--- config.mk ---
export PLATFORM = sky130hd
export DESIGN_NAME = clock_time_ctrl_flat
export DESIGN_NICKNAME = d
export VERILOG_FILES = /design/src/rtl/clock_time_ctrl_if.sv /design/src/rtl/clock_time_ctrl.sv /design/src/flat_wrapper.sv
export SDC_FILE = /design/constraint.sdc
export NUM_CORES = 1
export LEC_CHECK = 0
export CAP_MARGIN = 20
export CORE_ASPECT_RATIO = 0.5
export CORE_UTILIZATION = 37
export DETAILED_ROUTE_END_ITERATION = 8
export GPL_TIMING_DRIVEN = 0
export PLACE_DENSITY_LB_ADDON = 0.12
export RECOVER_POWER = 100
export SLEW_MARGIN = 20
export SYNTH_ARGS = -nofsm -noshare
export SYNTH_HDL_FRONTEND = slang
export SYNTH_SLANG_ARGS = --single-unit
--- constraint.sdc ---
create_clock -name clk -period 4.4 [get_ports clk]
set_clock_uncertainty 0.05 [all_clocks]
set_input_delay 1.1 -clock clk [delete_from_list [all_inputs] [get_ports clk]]
set_output_delay 1.1 -clock clk [all_outputs]
set_load 0.02 [all_outputs]
--- src/rtl/clock_time_ctrl_if.sv ---
// Button inputs and BCD time/display outputs of the clock timekeeping controller.
// master = button/display side, slave = clock_time_ctrl.
interface clock_time_ctrl_if;
  logic       btn_mode;
  logic       btn_inc;
  logic [3:0] sec_L, sec_H;
  logic [3:0] min_L, min_H;
  logic [3:0] hr_L,  hr_H;
  logic [1:0] state;
  logic       blink;
  logic       sec_tick;
  logic       day_carry;

  modport master (
    output btn_mode, btn_inc,
    input  sec_L, sec_H, min_L, min_H, hr_L, hr_H,
    input  state, blink, sec_tick, day_carry
  );

  modport slave (
    input  btn_mode, btn_inc,
    output sec_L, sec_H, min_L, min_H, hr_L, hr_H,
    output state, blink, sec_tick, day_carry
  );
endinterface

--- src/rtl/clock_time_ctrl.sv ---
// One-second prescaler, BCD hh:mm:ss chain with day rollover, and the
// RUN/SET_HR/SET_MIN/SET_SEC editing state machine driven by two buttons.
module clock_time_ctrl #(
  parameter int TICK_DIV = 50_000_000
) (
  input logic clk,
  input logic clr,
  clock_time_ctrl_if.slave bus
);

  localparam int            PW   = $clog2(TICK_DIV);
  localparam logic [PW-1:0] LAST = PW'(TICK_DIV - 1);
  localparam logic [PW-1:0] HALF = PW'(TICK_DIV / 2);

  typedef enum logic [1:0] {
    RUN     = 2'd0,
    SET_HR  = 2'd1,
    SET_MIN = 2'd2,
    SET_SEC = 2'd3
  } state_t;

  state_t        state_q, state_d;
  logic [PW-1:0] presc;
  logic [3:0]    sec_l, sec_h, min_l, min_h, hr_l, hr_h;
  logic [3:0]    sec_l_d, sec_h_d, min_l_d, min_h_d, hr_l_d, hr_h_d;
  logic          day_d;
  logic          sec_tick_q, day_carry_q;
  logic          run_tick, edit_inc;
  logic [8:0]    s_inc, m_inc, h_inc;

  // Two-digit BCD increment: returns {wrapped, hi, lo}; wraps to 00 after {hi_max, lo_max}.
  function automatic logic [8:0] bcd_inc(input logic [3:0] hi, input logic [3:0] lo,
                                         input logic [3:0] hi_max, input logic [3:0] lo_max);
    if (hi == hi_max && lo == lo_max) bcd_inc = 9'h100;
    else if (lo == 4'd9)              bcd_inc = {1'b0, hi + 4'd1, 4'd0};
    else                              bcd_inc = {1'b0, hi, lo + 4'd1};
  endfunction

  assign s_inc = bcd_inc(sec_h, sec_l, 4'd5, 4'd9);
  assign m_inc = bcd_inc(min_h, min_l, 4'd5, 4'd9);
  assign h_inc = bcd_inc(hr_h,  hr_l,  4'd2, 4'd3);

  // Timekeeping advances only in RUN; edits are dropped when a mode pulse coincides.
  assign run_tick = (state_q == RUN) && (presc == LAST);
  assign edit_inc = (state_q != RUN) && bus.btn_inc && !bus.btn_mode;

  always_comb begin
    // NOTE: every always_comb output gets a default first so no path leaves it unassigned (no latch).
    state_d = state_q;
    if (bus.btn_mode) begin
      case (state_q)
        RUN:     state_d = SET_HR;
        SET_HR:  state_d = SET_MIN;
        SET_MIN: state_d = SET_SEC;
        default: state_d = RUN;
      endcase
    end
  end

  always_comb begin
    // NOTE: combinational blocks use blocking '=' so later lines see earlier results in the same pass.
    {sec_h_d, sec_l_d} = {sec_h, sec_l};
    {min_h_d, min_l_d} = {min_h, min_l};
    {hr_h_d,  hr_l_d}  = {hr_h,  hr_l};
    day_d              = 1'b0;
    if (run_tick) begin
      {sec_h_d, sec_l_d} = s_inc[7:0];
      if (s_inc[8]) begin
        {min_h_d, min_l_d} = m_inc[7:0];
        if (m_inc[8]) begin
          {hr_h_d, hr_l_d} = h_inc[7:0];
          day_d            = h_inc[8];
        end
      end
    end else if (edit_inc) begin
      case (state_q)
        SET_HR:  {hr_h_d,  hr_l_d}  = h_inc[7:0];
        SET_MIN: {min_h_d, min_l_d} = m_inc[7:0];
        SET_SEC: {sec_h_d, sec_l_d} = s_inc[7:0];
        default: ;
      endcase
    end
  end

  // NOTE: sequential state uses non-blocking '<=' so all registers update together at the edge.
  always_ff @(posedge clk or posedge clr) begin
    if (clr) begin
      state_q     <= RUN;
      presc       <= '0;
      sec_l       <= '0;
      sec_h       <= '0;
      min_l       <= '0;
      min_h       <= '0;
      hr_l        <= '0;
      hr_h        <= '0;
      sec_tick_q  <= 1'b0;
      day_carry_q <= 1'b0;
    end else begin
      state_q <= state_d;
      // Leaving SET_SEC restarts the second so the first tick is a full period away.
      if ((state_q == SET_SEC && bus.btn_mode) || presc == LAST) presc <= '0;
      else                                                      presc <= presc + 1'b1;
      sec_l       <= sec_l_d;
      sec_h       <= sec_h_d;
      min_l       <= min_l_d;
      min_h       <= min_h_d;
      hr_l        <= hr_l_d;
      hr_h        <= hr_h_d;
      sec_tick_q  <= run_tick;
      day_carry_q <= day_d;
    end
  end

  assign bus.sec_L     = sec_l;
  assign bus.sec_H     = sec_h;
  assign bus.min_L     = min_l;
  assign bus.min_H     = min_h;
  assign bus.hr_L      = hr_l;
  assign bus.hr_H      = hr_h;
  assign bus.state     = state_q;
  assign bus.blink     = (state_q != RUN) && (presc >= HALF);
  assign bus.sec_tick  = sec_tick_q;
  assign bus.day_carry = day_carry_q;

endmodule

--- src/flat_wrapper.sv ---
// flat-port wrapper written by rule: the top's interface ports become plain ports
module clock_time_ctrl_flat 
#(
  parameter int TICK_DIV = 50_000_000
)
  (clk, clr, bus_btn_mode, bus_btn_inc, bus_sec_L, bus_sec_H, bus_min_L, bus_min_H, bus_hr_L, bus_hr_H, bus_state, bus_blink, bus_sec_tick, bus_day_carry);
  clock_time_ctrl_if bus_i ();
  input logic clk;
  input logic clr;
  input wire logic [$bits(bus_i.btn_mode)-1:0] bus_btn_mode;
  input wire logic [$bits(bus_i.btn_inc)-1:0] bus_btn_inc;
  output wire logic [$bits(bus_i.sec_L)-1:0] bus_sec_L;
  output wire logic [$bits(bus_i.sec_H)-1:0] bus_sec_H;
  output wire logic [$bits(bus_i.min_L)-1:0] bus_min_L;
  output wire logic [$bits(bus_i.min_H)-1:0] bus_min_H;
  output wire logic [$bits(bus_i.hr_L)-1:0] bus_hr_L;
  output wire logic [$bits(bus_i.hr_H)-1:0] bus_hr_H;
  output wire logic [$bits(bus_i.state)-1:0] bus_state;
  output wire logic [$bits(bus_i.blink)-1:0] bus_blink;
  output wire logic [$bits(bus_i.sec_tick)-1:0] bus_sec_tick;
  output wire logic [$bits(bus_i.day_carry)-1:0] bus_day_carry;
  assign bus_i.btn_mode = bus_btn_mode;
  assign bus_i.btn_inc = bus_btn_inc;
  assign bus_sec_L = bus_i.sec_L;
  assign bus_sec_H = bus_i.sec_H;
  assign bus_min_L = bus_i.min_L;
  assign bus_min_H = bus_i.min_H;
  assign bus_hr_L = bus_i.hr_L;
  assign bus_hr_H = bus_i.hr_H;
  assign bus_state = bus_i.state;
  assign bus_blink = bus_i.blink;
  assign bus_sec_tick = bus_i.sec_tick;
  assign bus_day_carry = bus_i.day_carry;
  clock_time_ctrl #(.TICK_DIV(TICK_DIV)) u_core (.clk(clk), .clr(clr), .bus(bus_i));
endmodule
==> out/metrics.json <==
{
  "status": {
    "status": "complete, but fails checks",
    "violations": "max-capacitance violations, max-slew violations"
  },
  "drt": {
    "routed_wire_length_per_instance_um": 13.9,
    "drt_drc_violations_left": 0,
    "drt_iter0_markers": 115,
    "detail_route.vias_per_cell": 5.19,
    "num_vias": 2478,
    "ant_nets": 0,
    "first_pass_detailed_route_iteration_total": 4,
    "drt-total-wl_um": 6630
  },
  "logic_synthesis": {
    "synth_sequential_area_ratio": 0.431,
    "number_of_enable_type_register_cells_in_the_synthesized_netlist": 0,
    "yosysTopAreaCell": "dfrtp_1",
    "yosysWarnings": 0,
    "synthDominantCellAreaShare": 0.431,
    "synth_cell_type_count": 51,
    "postSynth.topFlopCell": "dfrtp_1",
    "synthCells": 325,
    "syn-mean-instance-area_um2": 9.65,
    "yosys.cell_count.top_type": "dfrtp_1",
    "syn_nets": 347,
    "ranking_of_synthesized_cells_by_instance_count": "dfrtp_1, nor2_1, inv_1, xnor2_1, nand3_1",
    "post_synth_arst_share": 1.00,
    "biggest_area_contributors_in_the_synthesized_netlist": "dfrtp_1, ha_1, nor2_1",
    "ys_seq_elements": 54,
    "synth.cell_area_um2": 3140
  },
  "setup_path": {
    "slowest_cell_on_crit_path": "or4_1",
    "worst_r2r_path_depth": 8,
    "cpPeakStageDelay_ns": 0.66,
    "r2r-start": "u_core.bus.state[0]$_DFFE_PP0P_",
    "worstSetupEndpointType": "output port",
    "setup.worst_path.start_class": "flop",
    "r2r_end": "u_core.bus.hr_L[0]$_DFFE_PP0P_",
    "critPathKind": "flop to output port",
    "required_time_at_the_endpoint_of_the_critical_path_ns": 3.25,
    "path_cells": "or4_1, nor2_1, o21ai_0, a21oi_1, o41ai_1, dlygate4sd3_1",
    "worstPathArrival_ns": 2.50,
    "reg2reg_slack_ns": 1.58,
    "cp_max_fo": 3
  },
  "die": {
    "floorplan.initialDensity": 0.386,
    "rows": 23,
    "num_io_pins": 33,
    "placeableCoreArea_um2": 8120,
    "design.die.area_um2": 8870,
    "chipHeight_um": 67.1,
    "die_w_um": 132
  },
  "min_path": {
    "worst_hold_path.endpoint": "u_core.bus.hr_H[3]$_DFFE_PP0P_",
    "timing.hold.worst_path_depth": 1,
    "hold_class": "flop to flop",
    "worstHoldStart": "u_core.bus.hr_H[3]$_DFFE_PP0P_"
  },
  "global_route": {
    "grt_pass1_vias": 2361,
    "maximum_number_of_pins_on_one_net_before_global_route_repair": 55,
    "grt_pass1_wl_um": 11300,
    "gr-total-overflow": 0,
    "antenna_found_initial": 0,
    "groute.usage.overall": 0.163
  },
  "final_layout": {
    "finalNetCount": 386,
    "antennaDiodeCount": 0,
    "finalInstanceArea_um2": 3730,
    "drive_gt1_frac": 0.0685,
    "area_growth_pct": 19.1,
    "num-fill-cells": 771
  },
  "placement": {
    "hpwlAfterDp_um": 4640,
    "port_buffers": 32,
    "routabilityCongestion": 0.798,
    "postPlaceCellArea_um2": 3600
  },
  "pwr": {
    "pwr_density_cell_nw_per_um2": 455,
    "power.ir.vdd_worst_mv": 0.277,
    "total_power_mw": 1.70,
    "p_leak_nw": 1.61
  },
  "timing": {
    "timing.fmax_mhz": 274,
    "setup_total_negative_slack_ns": 0,
    "fin_crit_sh": 0.830,
    "transition_time_at_the_pin_with_the_least_slew_margin_ns": 2.11,
    "rsz0062_at_grt": "false",
    "max_slew_margin": -0.409,
    "final-setup-viol-count": 0,
    "hold_violations": 0,
    "fin_crit_ns": 3.65,
    "timing.final.max_slew_violations": 55
  },
  "flow_run": {
    "max_cap_violations": 1
  },
  "clocking": {
    "htree_levels": 2,
    "tritoncts_clock_tree": "yes",
    "path_clk_slew_ns": 0.07,
    "postCtsSetupRepairBufs": 0,
    "cts-resized-gates": 0,
    "max-clock-path-buffers": 2,
    "tritoncts_num_sinks": 54,
    "hold_buffers": 0,
    "cts-buffers-inserted": 5,
    "clock_insertion_delay_worst_skew_ns": 0.30,
    "clk_root_buffer_cell": "clkbuf_16"
  }
}
==> registers in the layout, indices dropped and copies added (netlist names) <==
signal	flops
u_core.presc	26
u_core.bus.hr_L	4
u_core.bus.min_L	4
u_core.bus.hr_H	4
u_core.bus.day_carry	1
u_core.bus.sec_L	4
u_core.bus.min_H	4
u_core.bus.sec_H	4
u_core.bus.sec_tick	1
u_core.bus.state	2
==> worst max-delay path: cells and delay by family, from the launching register on <==
family / cells / cell delay, ns
buffers and inverters: 1 / 0.66
AOI/OAI and AO/OA: 3 / 0.35
DFF: 1 / 0.41
and+or+nand+nor: 2 / 0.79
==> per-layer routing <==
layer	vias to the layer above	GRT usage	wire (µm)
li1	1219	-	-
met1	1218	0.209	3360
met2	36	0.278	2990
met3	5	0.0396	221
met4	0	0.0489	61
met5	-	0	0
==> layout make-up <==
type | instances | area, µm² | area share
buffer | 7 | 26.3 | 0.00704
clock buffer | 6 | 139 | 0.0372
clock inverter | 2 | 17.5 | 0.00469
inverter | 22 | 82.6 | 0.0221
multi-input combinational | 242 | 1660 | 0.444
sequential | 54 | 1350 | 0.362
tap | 112 | 140 | 0.0375
timing repair buffer | 32 | 320 | 0.0858
==> cells in the final DEF (no fill, tap or decap), types with 3 or more instances in the layout <==
| cell type | instances |
|---|---|
| dfrtp_1 | 54 |
| o21ai_0 | 8 |
| mux2_2 | 11 |
| clkbuf_1 | 7 |
| o31ai_1 | 6 |
| xor2_1 | 3 |
| inv_1 | 22 |
| nand3_1 | 19 |
| nor2b_1 | 4 |
| nand4_1 | 5 |
| nor3_1 | 10 |
| and3b_1 | 4 |
| and3_1 | 4 |
| ha_1 | 18 |
| nand2_1 | 17 |
| dlygate4sd3_1 | 31 |
| clkbuf_16 | 5 |
| xnor2_1 | 21 |
| and2_1 | 3 |
| nor2_1 | 50 |
| nand4b_1 | 3 |
| a21oi_1 | 8 |
| nor4_1 | 6 |
| a21boi_0 | 3 |
==> how the worst max path moves through the flow <==
stage	endpoint	startpoint	slack, ns
2_1_floorplan	bus_blink	u_core.bus.state[0]$_DFFE_PP0P_	1.59
3_3_place_gp	u_core.bus.sec_H[2]$_DFFE_PP0P_	clr	0.86
3_5_place_dp	u_core.bus.sec_H[0]$_DFFE_PP0P_	bus_btn_mode	0.96
4_1_cts	bus_blink	u_core.presc[10]$_DFF_PP0_	0.87
5_1_grt	bus_blink	u_core.presc[8]$_DFF_PP0_	0.62
6_report	bus_blink	u_core.presc[10]$_DFF_PP0_	0.75
==> cell families (layout without fill, tap and decap cells) <==
family,after synthesis,in the layout,synth area share
compound gates,45,45,0.104
xor+xnor,24,24,0.0670
fa+ha+maj,18,18,0.0718
buf+inv,29,69,0.0379
flops,54,54,0.431
mux,14,14,0.0523
simple gates,141,141,0.236
==> stage by stage <==
step           setup slack [ns]   util  std cells  hold WS [ns]
5_1_grt                   0.624  0.460        477         0.496
2_1_floorplan              1.59      -        325         0.442
6_report                  0.749  0.460        477         0.466
3_3_place_gp              0.855  0.443        469         0.460
3_5_place_dp              0.958  0.443        469         0.469
4_1_cts                   0.865  0.463        477         0.477
==> report_power, final <==
group	switching, mW	leakage, nW	internal (mW)
sequential	0.126	0.721	0.586
combinational	0.316	0.813	0.256
clock	0.187	0.0770	0.229
total	0.629	1.61	1.07
(Power assumes the default switching activity.)
